===== config.mk =====
export PLATFORM = sky130hd
export DESIGN_NAME = gtfraw_vnc_freq_monitor_ctrl
export DESIGN_NICKNAME = d
export VERILOG_FILES = /design/src/rtl/gtfraw_vnc_freq_mon_pkg.sv /design/src/rtl/gtfraw_vnc_period_timer.sv /design/src/rtl/gtfraw_vnc_freq_monitor_ctrl.sv
export SDC_FILE = /design/constraint.sdc
export NUM_CORES = 1
export LEC_CHECK = 0
export CORE_AREA = 2 2 168 170
export DETAILED_ROUTE_END_ITERATION = 8
export DIE_AREA = 0 0 170 172
export PLACE_DENSITY = 0.77
export SYNTH_ARGS = -nofsm -noshare
export SYNTH_HDL_FRONTEND = slang
export SYNTH_HIERARCHICAL = 1
export SYNTH_SLANG_ARGS = --single-unit

===== constraint.sdc =====
create_clock -name clk -period 8.5 [get_ports clk]
set_clock_uncertainty 0.1 [all_clocks]
set_input_delay 1.275 -clock clk [delete_from_list [all_inputs] [get_ports clk]]
set_output_delay 1.275 -clock clk [all_outputs]
set_load 0.03 [all_outputs]

===== src/rtl/gtfraw_vnc_freq_mon_pkg.sv =====
// Shared types and helpers for the gtfraw_vnc frequency monitor controller.
package gtfraw_vnc_freq_mon_pkg;

    localparam int CNT_W = 32;

    typedef enum logic [2:0] {
        IDLE,
        WAIT_EDGE,
        SETTLE,
        SELECT,
        CAPTURE
    } state_t;

    // Mux select width: at least one bit even for a single channel.
    function automatic int sel_w(input int n);
        return (n <= 2) ? 1 : $clog2(n);
    endfunction

endpackage


===== src/rtl/gtfraw_vnc_period_timer.sv =====
// Free-running measurement period counter; tc marks the last tick of each period.
module gtfraw_vnc_period_timer #(
    parameter int PERIOD_TICKS = 100_000_000
) (
    input  logic clk,
    input  logic reset,
    input  logic enable,
    output logic tc
);

    localparam int TW = $clog2(PERIOD_TICKS + 1);

    logic [TW-1:0] count;

    assign tc = enable && (count == TW'(PERIOD_TICKS - 1));

    // Count 0..PERIOD_TICKS-1 while enabled, hold at 0 otherwise.
    always_ff @(posedge clk or posedge reset) begin
        if (reset) begin
            count <= '0;
        end else if (!enable || tc) begin
            count <= '0;
        end else begin
            count <= count + 1'b1;
        end
    end

endmodule


===== src/rtl/gtfraw_vnc_freq_monitor_ctrl.sv =====
// Scheduler for a bank of clock counters: toggles the shared one-second edge,
// waits for the counters to settle, reads each through an external mux and
// checks the reading against a per-channel window with sticky alarms.
module gtfraw_vnc_freq_monitor_ctrl
    import gtfraw_vnc_freq_mon_pkg::*;
#(
    parameter int NUM_CLKS         = 4,
    parameter int PERIOD_TICKS     = 100_000_000,
    parameter int SETTLE_CYCLES    = 64,
    parameter int SEL_WAIT         = 2,
    parameter bit SKIP_PARAM_CHECK = 1'b0
) (
    input  logic                          clk,
    input  logic                          reset,
    input  logic                          enable,
    input  logic                          alarm_clr,
    input  logic [NUM_CLKS*CNT_W-1:0]     exp_min,
    input  logic [NUM_CLKS*CNT_W-1:0]     exp_max,
    input  logic [CNT_W-1:0]              cnt_value,
    output logic                          one_second_edge,
    output logic [sel_w(NUM_CLKS)-1:0]    cnt_sel,
    output logic [NUM_CLKS*CNT_W-1:0]     freq_snap,
    output logic [NUM_CLKS-1:0]           alarm,
    output logic                          overrun,
    output logic                          meas_done,
    output logic                          busy
);

    localparam int SW = sel_w(NUM_CLKS);

    if (!SKIP_PARAM_CHECK &&
        PERIOD_TICKS <= SETTLE_CYCLES + NUM_CLKS * (SEL_WAIT + 1) + 2) begin : g_bad_period
        $error("PERIOD_TICKS too short for the read sequence");
    end
    if (NUM_CLKS < 1 || NUM_CLKS > 16) begin : g_bad_num_clks
        $error("NUM_CLKS must be within 1..16");
    end

    state_t                      state, state_nxt;
    logic                        first, first_nxt;
    logic [SW-1:0]               ch, ch_nxt;
    logic [31:0]                 wait_cnt, wait_nxt;
    logic                        edge_nxt;
    logic [NUM_CLKS*CNT_W-1:0]   snap_nxt;
    logic [NUM_CLKS-1:0]         alarm_set;
    logic                        ovr_set;
    logic                        done_nxt;
    logic [CNT_W-1:0]            cur_min, cur_max;
    logic                        tc;

    gtfraw_vnc_period_timer #(
        .PERIOD_TICKS(PERIOD_TICKS)
    ) u_timer (
        .clk    (clk),
        .reset  (reset),
        .enable (enable),
        .tc     (tc)
    );

    assign busy    = (state == SETTLE) || (state == SELECT) || (state == CAPTURE);
    assign cnt_sel = ch;

    // State and datapath registers.
    always_ff @(posedge clk or posedge reset) begin
        if (reset) begin
            state           <= IDLE;
            first           <= 1'b1;
            ch              <= '0;
            wait_cnt        <= '0;
            one_second_edge <= 1'b0;
            freq_snap       <= '0;
            alarm           <= '0;
            overrun         <= 1'b0;
            meas_done       <= 1'b0;
        end else begin
            state           <= state_nxt;
            first           <= first_nxt;
            ch              <= ch_nxt;
            wait_cnt        <= wait_nxt;
            one_second_edge <= edge_nxt;
            freq_snap       <= snap_nxt;
            alarm           <= (alarm & ~{NUM_CLKS{alarm_clr}}) | alarm_set;
            overrun         <= (overrun & ~alarm_clr) | ovr_set;
            meas_done       <= done_nxt;
        end
    end

    // Next-state, capture and window compare.
    always_comb begin
        state_nxt = state;
        first_nxt = first;
        ch_nxt    = ch;
        wait_nxt  = '0;
        snap_nxt  = freq_snap;
        alarm_set = '0;
        ovr_set   = 1'b0;
        done_nxt  = 1'b0;
        edge_nxt  = one_second_edge ^ tc;
        cur_min   = exp_min[CNT_W*int'(ch) +: CNT_W];
        cur_max   = exp_max[CNT_W*int'(ch) +: CNT_W];

        if (!enable) begin
            state_nxt = IDLE;
            first_nxt = 1'b1;
        end else if (tc && busy) begin
            // Period ended mid-sequence: restart reading against the new edge.
            ovr_set   = 1'b1;
            state_nxt = SETTLE;
            ch_nxt    = '0;
        end else begin
            case (state)
                IDLE: state_nxt = WAIT_EDGE;
                WAIT_EDGE: begin
                    if (tc) begin
                        if (first) begin
                            first_nxt = 1'b0;
                        end else begin
                            state_nxt = SETTLE;
                            ch_nxt    = '0;
                        end
                    end
                end
                SETTLE: begin
                    if (wait_cnt == 32'(SETTLE_CYCLES - 1)) begin
                        state_nxt = SELECT;
                    end else begin
                        wait_nxt = wait_cnt + 32'd1;
                    end
                end
                SELECT: begin
                    if (wait_cnt == 32'(SEL_WAIT - 1)) begin
                        state_nxt = CAPTURE;
                    end else begin
                        wait_nxt = wait_cnt + 32'd1;
                    end
                end
                CAPTURE: begin
                    snap_nxt[CNT_W*int'(ch) +: CNT_W] = cnt_value;
                    if (cnt_value < cur_min || cnt_value > cur_max) begin
                        alarm_set[ch] = 1'b1;
                    end
                    if (ch == SW'(NUM_CLKS - 1)) begin
                        done_nxt  = 1'b1;
                        state_nxt = WAIT_EDGE;
                    end else begin
                        ch_nxt    = ch + 1'b1;
                        state_nxt = SELECT;
                    end
                end
                default: state_nxt = IDLE;
            endcase
        end
    end

endmodule


==> PnR_summary.wiki, run 1 <==
{| class="wikitable"
! Metric !! Value
|-
| Outcome || completed
|-
| Hold WS || roughly 0.37 ns
|-
| Transition time at the pin with the least slew margin || between 1 and 1.5 ns
|-
| Endpoint of the lowest-slack register-to-register path || alarm[2]$_DFF_PP0_
|-
| Clock tree root buffer cell || clkbuf_16
|-
| Port Buffers || 429
|-
| Share of the clock period used by the worst path after layout || between 50% and 60%
|-
| Max Clock Freq || ~0.23 GHz
|-
| Worst Path Required || 8.72 ns
|-
| Horizontal extent of the die || ~170 µm
|-
| Post-Syn Area || ~0.012 mm²
|-
| Average wire per standard cell || about 20 µm
|-
| Hold-fix buffers at CTS || 0
|-
| Relative slew margins || between 20% and 30%
|-
| DRC violation total after the first TritonRoute iteration || between 900 and 1,000
|-
| Total power density per cell area || 139 mW/mm²
|-
| Core footprint || 0.0275 mm²
|-
| Residual DRC count || 0
|-
| # clock sinks || 200
|-
| Post-CTS Setup Bufs || 0
|-
| Synthesized netlist cell count || 1,239
|-
| Synth Area per Inst || 9.51 µm²
|-
| Final worst slack || between 4 and 5 ns
|-
| Number of levels the H-tree was split into || 4
|-
| Count of flip-flops with a built-in enable after synthesis || 0
|-
| TritonCTS clock tree || built
|-
| Final nets || ~2,000
|-
| Critical path class || reg2reg
|-
| Number of vias in the routed layout || 10,900
|-
| Area growth, synth to finish || 44.1%
|-
| Syn_nets || 1,603
|-
| Slew Viols, Final || 0
|-
| Logic depth of the worst register-to-register path || 11
|-
| Count of state elements after synthesis || 200
|-
| Remaining antenna violation count || 0
|-
| Final Setup Violations || 0
|-
| Hold/Removal Path Class || reg2reg
|-
| Final std cell area, no fill || between 0.015 and 0.02 mm²
|-
| Total internal power || ~1700 µW
|-
| Row Count || 61
|-
| RSZ-0062 raised after global routing || no
|-
| Via/cell ratio || 5.45
|-
| Fraction of registers with async set or reset after synthesis || between 90% and 100%
|-
| Via count of the first global-routing pass || around 11,000
|-
| Net Sw Frac || between 20% and 30%
|-
| TritonRoute pass-1 iters || 7
|-
| Final setup TNS || 0 ns
|-
| Placed cell area || 0.0163 mm²
|-
| First-pass GRT wire length || about 61 mm
|-
| Sequential Power Share || 41.7%
|-
| Worst Hold Launch || one_second_edge$_DFF_PP0_
|-
| Commonest non-fill, non-tap cell in the layout || clkdlybuf4s50_1
|-
| Die Height || between 150 and 200 µm
|-
| Tot GR Track Use || a little over a quarter
|-
| Effective utilization at floorplan || about 43%
|-
| Worst EP arrival || between 4 and 5 ns
|-
| Placer Congestion || around 0.91
|-
| Kind of launch point of the worst setup path || register
|-
| Initial antenna violation count || 10
|-
| Clock period minus final worst setup slack || around 4.4 ns
|-
| Source of the worst register-to-register timing path || cnt_sel[0]$_DFFE_PP0P_
|-
| Relative contribution of combinational cells to total power || 22.3%
|-
| Pre-CTS setup slack || roughly 4.0 ns
|-
| Largest net degree at the start of global routing || roughly 110
|-
| Wirelength, routed || 40.1 mm
|-
| Share of power burned in the clock network || about 36%
|-
| Total overflow reported by the global router || 0
|-
| I/O pin total || 430
|-
| Worst voltage drop across the vdd grid || about 0.00012 V
|-
| Number of distinct library cells after synthesis || 59
|-
| Net Switching || ~700 µW
|-
| Maximum capacitance violations || 0
|-
| Final hold violation count || 0
|-
| Primary flip-flop cell chosen by synthesis mapping || dfrtp_1
|-
| Die area || a little under 0.03 mm²
|-
| Register area share after synthesis || a little over two fifths
|-
| Layout cells sized above 1 || roughly 7.9%
|-
| HPWL Detailed || 30.9 mm
|-
| Cells on Worst Hold Path || 1
|-
| Quantity of gates resized following cts || 0
|-
| Terminating pin of the worst hold path || one_second_edge$_DFF_PP0_
|-
| P_leak || between 0.007 and 0.008 µW
|-
| Number of synthesis warnings || 6
|-
| TritonCTS Buffers || 17
|-
| Largest fanout on the critical path || 45
|-
| Maximum root-to-sink buffer count || 2
|-
| Register-to-Register Setup Slack || approximately 4 ns
|-
| Kind of end point of the critical path || register
|-
| Clock transition at the register clock pins on the worst setup and hold paths after CTS || roughly 0.08 ns
|-
| Insertion delay to the later sink of the worst-skew pair || around 0.44 ns
|-
| Most frequent cells in the layout || 429 x clkdlybuf4s50_1, 295 x nand2_1, 197 x dfrtp_1, 149 x o21ai_0, 80 x inv_1
|}
-- flip-flops by register name (all words and copies together), names as in the netlist --
register / cells
u_timer/count: 27
first: 1
state: 3
meas_done: 1
cnt_sel: 2
overrun: 1
wait_cnt: 32
alarm: 4
one_second_edge: 1
freq_snap: 128
-- how the worst max path moves through the flow --
stage                                start                  to  slack, ns  cells after the start
floorplan                            reset  alarm[0]$_DFF_PP0_       2.44                      1
global placement    cnt_sel[0]$_DFFE_PP0P_  alarm[2]$_DFF_PP0_       4.07                     11
detailed placement  cnt_sel[0]$_DFFE_PP0P_  alarm[1]$_DFF_PP0_       4.03                     11
CTS                 cnt_sel[0]$_DFFE_PP0P_  alarm[1]$_DFF_PP0_       4.00                     11
global route        cnt_sel[0]$_DFFE_PP0P_  alarm[1]$_DFF_PP0_       3.75                     11
finish              cnt_sel[0]$_DFFE_PP0P_  alarm[2]$_DFF_PP0_       4.08                     11
-- cells by family (layout without fill, tap and decap cells) --
group	count (synthesis)	in the layout	share of synthesized area (%)
and+or+nand+nor	481	481	18.3
AOI/OAI and AO/OA	235	235	11.4
DFF	200	200	42.5
buffers and inverters	146	549	4.93
adders and majority gates	73	73	7.73
muxes	64	64	12.2
xor gates and xnor gates	40	40	2.97
other	0	9	0
-- layer usage --
layer / vias up / GRT usage, % / share of wire, %
li1: 5121 / - / -
met1: 5280 / 37.1 / 42
met2: 415 / 44.2 / 48
met3: 58 / 5.36 / 7.1
met4: 4 / 9.81 / 2.8
met5: - / 0 / 0.055
-- cell type report --
class	count	area (µm²)
Clock buffer	18	439
Tap cell	346	433
Antenna cell	9	22.5
Fill cell	2232	10500
Timing Repair Buffer	436	4350
Clock inverter	14	183
Sequential cell	200	5010
Inverter	81	309
Multi-Input combinational cell	893	6220
-- cell usage after synthesis, types with 6 or more instances --
cell type / instances / share of area (%)
inv_1: 81 / 2.6
and3_1: 12 / 0.64
a21o_1: 10 / 0.64
xor2_1: 25 / 1.9
xnor2_1: 15 / 1.1
nand4_1: 25 / 1.3
ha_1: 72 / 7.6
nor4_1: 11 / 0.58
nand2_1: 299 / 9.5
clkbuf_1: 48 / 1.5
nor2_1: 57 / 1.8
nand3_1: 26 / 1.1
o31ai_1: 6 / 0.38
o21ai_0: 149 / 6.3
buf_2: 11 / 0.47
a21oi_1: 38 / 1.6
or3_1: 11 / 0.58
dfrtp_1: 199 / 42
mux4_2: 64 / 12
nor3_1: 6 / 0.25
-- through the flow --
| step | power [µW] | instances | utilization, % |
|---|---|---|---|
| after floorplan | 1270 | 1239 | - |
| after global placement | 1520 | 1956 | 59.4 |
| after detailed placement | 1530 | 1956 | 59.4 |
| after CTS | 2380 | 1988 | 61.7 |
| after global routing | 2460 | 1995 | 61.7 |
| final | 2360 | 1997 | 61.8 |
-- worst max-delay path, cell delays in order (launching register included) --
cell and delay [ns]:
dfrtp_4 0.79, buf_4 0.72, mux4_2 0.64, inv_1 0.09
ha_1 0.15, nand4_1 0.14, nor3_1 0.43, nand4_1 0.19
nor4_1 0.28, a21oi_1 0.08, a211o_1 0.33, a32o_1 0.28
-- power groups by stage --
stage	clock, µW	combinational (µW)	sequential [µW]
3_5_place_dp	0	528	1000
5_1_grt	900	574	986
3_3_place_gp	0	515	1000
2_1_floorplan	0	258	1010
4_1_cts	863	530	983
6_report	848	526	983
Power figures use the tool's default switching activity.
==> run 2, diff against run 1 <==
- clock period: 8.5 -> 4.4 ns (I/O delays scaled with it)
==> run 2 against run 1 <==
Net effect: sequential power grew 93%; critical path depth is the same; cell count grew 0.50%; register-to-register slack lost 3.8 ns; power grew 94%; core utilization grew 0.72 points; fmax grew 8.5%; via count grew 1.1%; largest cell class unchanged.
==> PnR_summary.wiki, run 2 (same netlist as run 1, synthesis figures left out) <==
{| class="wikitable"
! Metric !! Value
|-
| Initial antenna violation count || 4 (-6)
|-
| Via count of the first global-routing pass || 10,600 (+0.73%)
|-
| Transition time at the pin with the least slew margin || 1.06 ns (-0.0169 ns)
|-
| Area growth, synth to finish || 45.7%
|-
| Layout cells sized above 1 || 8.80% (+0.94 points)
|-
| Quantity of gates resized following cts || 0 (unchanged)
|-
| I/O pin total || 430 (unchanged)
|-
| Final nets || 2,010 (+0.85%)
|-
| Source of the worst register-to-register timing path || cnt_sel[0]$_DFFE_PP0P_
|-
| Number of vias in the routed layout || 11,000 (+1.1%)
|-
| Terminating pin of the worst hold path || one_second_edge$_DFF_PP0_
|-
| Register-to-Register Setup Slack || 0.33 ns (-3.75 ns)
|-
| Final setup TNS || 0 ns (unchanged)
|-
| Clock tree root buffer cell || clkbuf_16
|-
| Residual DRC count || 0 (unchanged)
|-
| Maximum root-to-sink buffer count || 2 (unchanged)
|-
| Registers with the most flip-flops || freq_snap: 128 flops, wait_cnt: 32 flops, u_timer/count: 27 flops
|-
| Port Buffers || 429 (unchanged)
|-
| Maximum capacitance violations || 0 (unchanged)
|-
| Core footprint || 0.0275 mm² (unchanged)
|-
| Flip-flop count of the largest register, all copies and words added || 128 (unchanged)
|-
| Most numerous cell on the critical path || nand4_1
|-
| Clock period minus final worst setup slack || 4.07 ns (-0.348 ns)
|-
| TritonCTS Buffers || 17 (unchanged)
|-
| Relative slew margins || 29.2% (+1.3 points)
|-
| Worst Path Required || 4.63 ns (-4.09 ns)
|-
| HPWL Detailed || 31.4 mm (+1.6%)
|-
| First-pass GRT wire length || 61.2 mm (+0.57%)
|-
| Die Height || 172 µm (unchanged)
|-
| Worst voltage drop across the vdd grid || 0.000237 V (+100%)
|-
| CP bufs+invs || 2 (unchanged)
|-
| Largest fanout on the critical path || 26 (-42%)
|-
| Row Count || 61 (unchanged)
|-
| Share of the clock period used by the worst path after layout || 92.5% (+41 points)
|-
| # clock sinks || 200 (unchanged)
|-
| Max Clock Freq || 0.246 GHz (+8.5%)
|-
| TritonCTS clock tree || built
|-
| Core Util, Final || 62.5% (+0.72 points)
|-
| RSZ-0062 raised after global routing || no
|-
| Logic depth of the worst register-to-register path || 11 (unchanged)
|-
| Total overflow reported by the global router || 0 (unchanged)
|-
| Worst Hold Launch || one_second_edge$_DFF_PP0_
|-
| Slew Viols, Final || 0 (unchanged)
|-
| Placer Congestion || 0.906 (-0.11%)
|-
| Final Setup Violations || 0 (unchanged)
|-
| Endpoint of the lowest-slack register-to-register path || alarm[0]$_DFF_PP0_
|-
| Remaining antenna violation count || 0 (unchanged)
|-
| Outcome || completed
|-
| Average wire per standard cell || 20.3 µm (+1.0%)
|-
| Crit-path max cell delay || 0.83 ns (+0.04 ns)
|-
| Final hold violation count || 0 (unchanged)
|-
| CP top delay family || simple AND/OR/NAND/NOR gates
|-
| Kind of end point of the critical path || register
|-
| Largest net degree at the start of global routing || 73 (-30%)
|-
| Cell-by-cell trace of the critical path || buf_4 -> mux4_2 -> inv_1 -> ha_1 -> nand4_1 -> nor3_1 -> nand4_1 -> nor4_1 -> a21oi_1 -> a211o_1 -> a32o_1
|-
| Hold WS || 0.371 ns (+0.00208 ns)
|-
| Insertion delay to the later sink of the worst-skew pair || 0.45 ns (about the same)
|-
| TritonRoute pass-1 iters || 5 (-2)
|-
| Kind of launch point of the worst setup path || register
|-
| Hold/Removal Path Class || reg2reg
|-
| Filler Cells Inserted || 2,210 (-0.99%)
|-
| Die area || 0.0292 mm² (unchanged)
|-
| Wirelength, routed || 40.7 mm (+1.5%)
|-
| Worst EP arrival || 4.30 ns (-0.34 ns)
|-
| Via/cell ratio || 5.48 (+0.64%)
|-
| Most frequent cells in the layout || 429 x clkdlybuf4s50_1, 295 x nand2_1, 197 x dfrtp_1, 149 x o21ai_0, 80 x inv_1
|-
| P_leak || 0.00712 µW (+1.5%)
|-
| Tot GR Track Use || 27.7% (+0.28 points)
|-
| DRC violation total after the first TritonRoute iteration || 915 (-7.8%)
|-
| Number of levels the H-tree was split into || 4 (unchanged)
|-
| Cells on Worst Hold Path || 1 (unchanged)
|-
| Commonest non-fill, non-tap cell in the layout || clkdlybuf4s50_1
|-
| Total power density per cell area || 266 mW/mm² (+92%)
|-
| Hold-fix buffers at CTS || 0 (unchanged)
|-
| Post-CTS Setup Bufs || 0 (unchanged)
|-
| Register with the most flip-flops || freq_snap
|-
| Horizontal extent of the die || 170 µm (unchanged)
|-
| Clock transition at the register clock pins on the worst setup and hold paths after CTS || 0.08 ns (about the same)
|-
| Critical path class || reg2reg
|-
| Library cell contributing the largest single delay on the critical path || dfrtp_4
|-
| Effective utilization at floorplan || 42.9% (unchanged)
|}
-- run 2: changes by cell type in the layout (fill, tap and decap cells not counted) --
| cell | change |
|---|---|
| clkinv_2 | +1 |
| buf_4 | +11 |
| clkinv_8 | +3 |
| clkbuf_8 | -1 |
| clkinvlp_4 | +1 |
| diode_2 | -7 |
| buf_12 | +6 |
| inv_6 | -4 |
-- run 2: layer usage --
layer | vias up | track usage, % | part of all wire (%)
li1 | 5148 | - | -
met1 | 5300 | 37.5 | 42
met2 | 494 | 46.0 | 48
met3 | 54 | 5.86 | 8.5
met4 | 6 | 6.47 | 1.8
met5 | - | 0 | 0.079
-- run 2: worst max path at each step --
stage	slack, ns	depth (start not counted)	start	to
finish	0.33	11	cnt_sel[0]$_DFFE_PP0P_	alarm[0]$_DFF_PP0_
floorplan	0.51	13	cnt_sel[0]$_DFFE_PP0P_	alarm[0]$_DFF_PP0_
CTS	0.36	11	cnt_sel[0]$_DFFE_PP0P_	alarm[0]$_DFF_PP0_
detailed placement	0.39	11	cnt_sel[0]$_DFFE_PP0P_	alarm[0]$_DFF_PP0_
global route	0.14	11	cnt_sel[0]$_DFFE_PP0P_	alarm[2]$_DFF_PP0_
global placement	0.36	11	cnt_sel[0]$_DFFE_PP0P_	alarm[1]$_DFF_PP0_
-- run 2: area by class of cell --
cell class / count / area, µm² / share of cell area, %
Multi-Input combinational cell: 893 / 6220 / 36.3
Clock inverter: 15 / 210 / 1.22
Clock buffer: 17 / 425 / 2.48
Antenna cell: 2 / 5.00 / 0.0292
Inverter: 81 / 308 / 1.79
Sequential cell: 200 / 5010 / 29.2
Tap cell: 346 / 433 / 2.52
Timing Repair Buffer: 453 / 4550 / 26.5
-- run 2: power by group --
part | total, µW | leakage, µW | internal, µW | switching [µW]
Combinational | 1030 | 0.00404 | 555 | 478
Sequential | 1900 | 0.00278 | 1860 | 40.5
Clock | 1640 | 0.000306 | 790 | 848
-- run 2: per-stage QoR --
step / power (µW) / std cells / worst slack, ns / cell area (µm²)
5_1_grt: 4770 / 2005 / 0.138 / 17200
3_3_place_gp: 2950 / 1973 / 0.358 / 16500
3_5_place_dp: 2970 / 1973 / 0.387 / 16500
6_report: 4570 / 2007 / 0.328 / 17200
2_1_floorplan: 2450 / 1239 / 0.509 / 11800
4_1_cts: 4600 / 2005 / 0.364 / 17200
